[src/rtl/bus_combine_pipe.sv]
// bus_combine_pipe
//   Combines two operand buses (AND / OR / XOR / ADD, chosen per beat by
//   mode) and carries the result through a DEPTH-stage elastic pipeline.
//   The pipeline uses valid/ready handshakes. It inserts no bubbles, and
//   empty slots collapse when downstream stalls.
//
//   Optional feature: define BUS_COMBINE_PIPE_PARITY_EN to add the out_par
//   port. The even parity of the result is computed at acceptance and
//   travels with the beat.
//
// Ports
//   clk        sole clock, rising edge
//   rst_n      asynchronous active-low reset; empties the pipeline and
//              clears all data
//   in0, in1   operands (WIDTH bits)
//   mode       00 AND, 01 OR, 10 XOR, 11 ADD; sampled with the beat
//   in_valid   upstream beat present
//   in_ready   beat accepted this cycle when in_valid is also high
//   out        result of the oldest beat (WIDTH bits)
//   out_carry  carry-out of an ADD beat; 0 for the other modes
//   out_valid  out / out_carry hold a valid beat
//   out_ready  downstream consumes the beat
//   out_par    even parity of out (only with BUS_COMBINE_PIPE_PARITY_EN)
module bus_combine_pipe #(
  parameter int WIDTH = 2,
  parameter int DEPTH = 2
) (
  input  logic             clk,
  input  logic             rst_n,
  input  logic [WIDTH-1:0] in0,
  input  logic [WIDTH-1:0] in1,
  input  logic [1:0]       mode,
  input  logic             in_valid,
  output logic             in_ready,
  output logic [WIDTH-1:0] out,
  output logic             out_carry,
  output logic             out_valid,
  input  logic             out_ready
`ifdef BUS_COMBINE_PIPE_PARITY_EN
  ,
  output logic             out_par
`endif
);

  // Beat payload layout: {[parity,] carry, result}
`ifdef BUS_COMBINE_PIPE_PARITY_EN
  localparam int PW = WIDTH + 2;
`else
  localparam int PW = WIDTH + 1;
`endif

  typedef logic [PW-1:0] pay_t;

  function automatic logic [WIDTH:0] combine(input logic [WIDTH-1:0] a,
                                             input logic [WIDTH-1:0] b,
                                             input logic [1:0]       m);
    logic [WIDTH:0] r;
    case (m)
      2'b00:   r = {1'b0, a & b};
      2'b01:   r = {1'b0, a | b};
      2'b10:   r = {1'b0, a ^ b};
      default: r = {1'b0, a} + {1'b0, b};
    endcase
    return r;
  endfunction

`ifdef BUS_COMBINE_PIPE_PARITY_EN
  function automatic logic even_parity(input logic [WIDTH-1:0] v);
    return ^v;
  endfunction
`endif

  logic [DEPTH-1:0] vld_q, vld_d;
  pay_t             pay_q [DEPTH];
  pay_t             pay_d [DEPTH];
  logic [DEPTH-1:0] adv;
  logic [WIDTH:0]   res;
  pay_t             new_pay;

  // Input side: result formed combinationally at acceptance
  always_comb begin
    res = combine(in0, in1, mode);
`ifdef BUS_COMBINE_PIPE_PARITY_EN
    new_pay = {even_parity(res[WIDTH-1:0]), res};
`else
    new_pay = res;
`endif
  end

  // Advance chain, walked from the output back to stage 0.
  // 'room' means the stage downstream of k can take a beat this cycle:
  // either it is empty or it advances itself.
  // This makes out_ready -> in_ready a purely combinational path.
  always_comb begin
    logic room;
    room = out_ready;
    adv  = '0;
    for (int k = DEPTH - 1; k >= 0; k--) begin
      adv[k] = vld_q[k] & room;
      room   = ~vld_q[k] | room;
    end
    in_ready = room;
  end

  always_comb begin
    vld_d = vld_q;
    pay_d = pay_q;
    // stage 0 loads from the input
    if (in_valid && in_ready) begin
      vld_d[0] = 1'b1;
      pay_d[0] = new_pay;
    end else if (adv[0]) begin
      vld_d[0] = 1'b0;
    end
    // stages 1..DEPTH-1 load unmodified from the stage behind them
    for (int k = 1; k < DEPTH; k++) begin
      if (adv[k-1]) begin
        vld_d[k] = 1'b1;
        pay_d[k] = pay_q[k-1];
      end else if (adv[k]) begin
        vld_d[k] = 1'b0;
      end
    end
  end

  always_ff @(posedge clk or negedge rst_n) begin
    if (!rst_n) begin
      vld_q <= '0;
      pay_q <= '{default: '0};
    end else begin
      vld_q <= vld_d;
      pay_q <= pay_d;
    end
  end

  // Output side: driven straight from the last stage registers
  assign out       = pay_q[DEPTH-1][WIDTH-1:0];
  assign out_carry = pay_q[DEPTH-1][WIDTH];
  assign out_valid = vld_q[DEPTH-1];
`ifdef BUS_COMBINE_PIPE_PARITY_EN
  assign out_par   = pay_q[DEPTH-1][WIDTH+1];
`endif

endmodule

[config.mk]
export PLATFORM = sky130hd
export DESIGN_NAME = bus_combine_pipe
export DESIGN_NICKNAME = d
export VERILOG_FILES = /design/src/rtl/bus_combine_pipe.sv
export SDC_FILE = /design/constraint.sdc
export NUM_CORES = 1
export LEC_CHECK = 0
export BUFFER_PORTS_ARGS = -buffer_cell sky130_fd_sc_hd__clkbuf_2
export CAP_MARGIN = 20
export CORE_AREA = 5 5 42 44
export CTS_CLUSTER_SIZE = 12
export DETAILED_ROUTE_END_ITERATION = 16
export DIE_AREA = 0 0 47 49
export PLACE_DENSITY = 0.65
export SLEW_MARGIN = 20
export SYNTH_ARGS = -nofsm -noshare
export SYNTH_HDL_FRONTEND = slang
export SYNTH_SLANG_ARGS = --single-unit
[constraint.sdc]
create_clock -name clk -period 1 [get_ports clk]
set_clock_uncertainty 0.05 [all_clocks]
set_input_delay 0.1 -clock clk [delete_from_list [all_inputs] [get_ports clk]]
set_output_delay 0.1 -clock clk [all_outputs]
set_load 0.02 [all_outputs]
-- Yosys cells after proc, flatten, opt, wreduce, memory -nomap -nowiden
Cells that the tools add are included.
- bits in registers: 8
- bits of input ports: 10
- word-level logic and storage cells: 25
- $add $sub $neg: 1
- equal/unequal tests: 2
- mux-type cells: 5
- bitwise gates (word level): 9
- reductions and logical operators: 4
- operators with widths (operator ; number):
    $pmux 3 s3 ; 1
    $mux 1 ; 4
    $reduce_bool 2->1 ; 2
    $add 2x2->3 ; 1
    $and 1x1->1 ; 2
    $and 2x2->2 ; 1
    $eq 2x1->1 const B ; 1
    $eq 2x2->1 const B ; 1
    $logic_not 2->1 ; 1
    $not 1->1 ; 2
    $or 1x1->1 ; 2
    $or 2x2->2 ; 1
    $xor 2x2->2 ; 1
    $logic_and 1x1->1 ; 1

-- Depth between registers and ports, before layout
- word-level depth: 5
- depth in mapped cells: 6
- gate-level depth less buffers: 6

-- Worst setup path after synthesis
Ideal clock, no wire load.
- path kind: input to register
- start: input in0[0]
- end: register pay_q[4] (netlist name)
- library setup time: 0.125 ns
- arrival time: 1.470 ns
- required time: 0.825 ns
- path slack: -0.644 ns
- cell stages on the path: 6
- buffers on the path: 0
- cells stage by stage: ha_1 inv_1 fa_1 inv_1 mux4_2 mux2_2
- word-level cells in the longest chain between the ends: 2
- ends and longest elaborated chain (element ; RTL line ; RTL):
    from (decl) ; 30 ; input logic [WIDTH-1:0] in0,
    $add 2x2->3 ; 62 ; default: r = {1'b0, a} + {1'b0, b};
    $pmux 3 s3 ; 58 ; case (m)
    to (signal assigned) ; 132 ; pay_q <= pay_d;
    to (decl) ; 74 ; pay_t pay_q [DEPTH];
Every way passes these cells.
A chain may end at the register's enable or synchronous reset.

-- Worst setup path in the final report
Ends and elaborated chain as after synthesis.

==> results.toml <==
[setup_path]
required_ps = 1080
crit_path_start = "in0[0]"
critical_path.cell_chain = "buf_8, ha_4, inv_2, fa_1, inv_1, mux4_2, mux2_4"
max_stage_delay_ps = 490
reg2reg_from = "vld_q[1]$_DFFE_PN0P_"
arrival_ps = 1600
r2r_slack_ps = -200
reg2reg_depth = 3
start_kind = "primary input"
critPathSlowestCell = "fa_1"
cp_max_fo = 2
path_class = "primary input to flop"
r2r-end = "pay_q[3]$_DFFE_PN0P_"
worstSetupEndpointType = "flop"

[pwr]
p_leak_uw = 0.000396
finalPower_uw = 1020
irDropWorstVdd_uv = 607
cellPowerDensity_nw_per_um2 = 1360

[die]
ios = 15
die_y_um = 49
die-area_um2 = 2300
rows = 14
start_util_pct = 33.8
die_w_um = 47
coreArea_um2 = 1400

[detailed_routing]
drt_iter0_drc = 1
vias_per_cell = 4.62
ant_nets = 0
drc_errors = 0
dr.pass1.iters = 2
routedWlPerCell_um = 11.6
num_vias = 379
routed_wl_um = 949

[final_layout]
utilization_pct = 53.4
antenna_cells = 0
n_fill_cell = 125
fin_cells = 82
design_area_um2 = 748
syn2layout_area_growth_pct = 57.8
num-nets-final = 82
drive_above_1_share_pct = 59.1

[timing]
fin_crit_sh_pct = 151
period_needed_ps = 1510
tightest_slew_ps = 199
setup_viol = 7
final_max_slew_viol_count = 0
timing.fmax_mhz = 661
setup_ws_ps = -513
rsz0062_at_grt = "yes"
slew_headroom_pct = 86.7
final_hold_viol_count = 0

[min_path]
whs_path_depth = 2
hp-start = "in_valid"
hold_path_end = "vld_q[0]$_DFFE_PN0P_"
hold_class = "primary input to flop"

[placement]
pre_cts_slack_ps = -809
dp.cells = 74
gp_congestion = 0.727
port_buffers = 14
place.detailed.hpwl_um = 717
dpl-instance-area_um2 = 607

[synth]
synth_cell_type_count = 14
synth_area_um2 = 474
synth_seq_area_share_pct = 42.2
synth_cells = 41
ys_top_cells_by_count = "dfrtp_1, inv_1, mux2_2"
yosysMostFrequentCell = "dfrtp_1"
synth_top_area_share_pct = 42.2
syn_nets = 56
synth_seq_cells = 8
synth_top_cells_by_area = "dfrtp_1, mux2_2, ha_1"
yosysWarnings = 0
synthesis.area_per_instance_um2 = 11.6
synth_top_cell_by_area = "dfrtp_1"
synth_edf_count = 0
ys.flop_type = "dfrtp_1"
async_reset_ff_share_pct = 100

[clock_network]
root_buffer = "clkbuf_4"
cts_tree = "built"
h-tree-depth = 1
clock_latency_ps = 250
clock_sinks = 8
clkTransAtPathRegs_ps = 50
cts_buffer_depth = 2
numCtsBuffers = 3

[global_routing]
track_usage_pct = 9.74
grt_pass1_vias = 391
antenna_found_initial = 0
grt_pass1_wl_um = 1560
grt_max_degree = 9
gr-total-overflow = 0

[run_status]
status = "finished, violations left"
violations = "setup timing"

[flow_run]
max_cap_violations = 0
==> flip-flops by register name (all words and copies together) (netlist names) <==
name	flops
vld_q	2
out	2
out_carry	1
pay_q	3
==> critical path, delay by kind of cell <==
kind | cells | cell delay (ps)
muxes | 2 | 730
adders and majority gates | 2 | 610
buffers and inverters | 3 | 150
==> power breakdown <==
part | switching [µW] | internal (µW) | leakage, µW
sequential | 35.4 | 384 | 0.0000941
clock | 98.4 | 152 | 0.0000150
combinational | 147 | 202 | 0.000287
total | 281 | 737 | 0.000396
==> per-stage QoR <==
stage | hold slack, ps | setup TNS, ps
3_3_place_gp | -98.2 | -1290
5_1_grt | 41.6 | -1800
4_1_cts | 7.75 | -1270
6_report | 53.2 | -1510
3_5_place_dp | -98.4 | -1420
2_1_floorplan | -246 | -1590
==> how the worst max path moves through the flow <==
stage                            to  slack [ps]
2_1_floorplan  pay_q[4]$_DFFE_PN0P_        -610
3_3_place_gp   pay_q[4]$_DFFE_PN0P_        -760
3_5_place_dp   pay_q[4]$_DFFE_PN0P_        -810
4_1_cts        pay_q[4]$_DFFE_PN0P_        -520
6_report       pay_q[4]$_DFFE_PN0P_        -510
5_1_grt        pay_q[4]$_DFFE_PN0P_        -540
==> cells by family after synthesis <==
kind of cell / count (synthesis) / synth area share, %
AO/OA/AOI/OAI: 1 / 1.85
multiplexers: 7 / 19.0
flip-flops: 8 / 42.2
AND/OR/NAND/NOR: 11 / 13.5
buffers and inverters: 9 / 8.71
adder cells (fa/ha/maj): 5 / 14.8
==> cells in the final DEF (no fill, tap or decap) <==
master	count
nand3b_1	1
nor2_1	1
ha_4	1
buf_8	3
mux4_2	1
dfrtp_1	7
buf_4	4
nand2b_4	2
inv_2	1
mux2_4	4
clkbuf_1	1
dfrtp_2	1
nand2b_1	2
nand2_4	1
o31a_1	1
inv_1	6
and2b_1	1
ha_1	3
clkbuf_2	10
dlygate4sd3_1	1
nand2_1	2
clkbuf_4	3
mux2_2	2
fa_1	1
nor2b_2	1
buf_6	5
==> what timing repair did <==
action | 4_1_cts | 5_1_grt
pin swaps | 2 | 3
buffers inserted | 1 | 2
resized for setup | 10 | 10
endpoints found under the hold margin | 8 | 0
setup endpoints to repair | 7 | 9
hold buffers | 1 | 0
==> layout make-up <==
class | instances | area (µm²) | share of cell area [%]
Inverter | 7 | 26.3 | 3.51
Sequential cell | 8 | 201 | 26.9
Clock buffer | 4 | 26.3 | 3.51
Tap cell | 16 | 20.0 | 2.68
Timing Repair Buffer | 23 | 191 | 25.6
Multi-Input combinational cell | 24 | 283 | 37.8
==> routing by layer <==
| layer | vias up | GRT usage, % | wire length [µm] |
|---|---|---|---|
| li1 | 180 | - | - |
| met1 | 183 | 9.73 | 292 |
| met2 | 12 | 16.3 | 564 |
| met3 | 4 | 1.48 | 54 |
| met4 | 0 | 8.29 | 37 |
| met5 | - | 0 | 0 |
(Power assumes the default switching activity.)
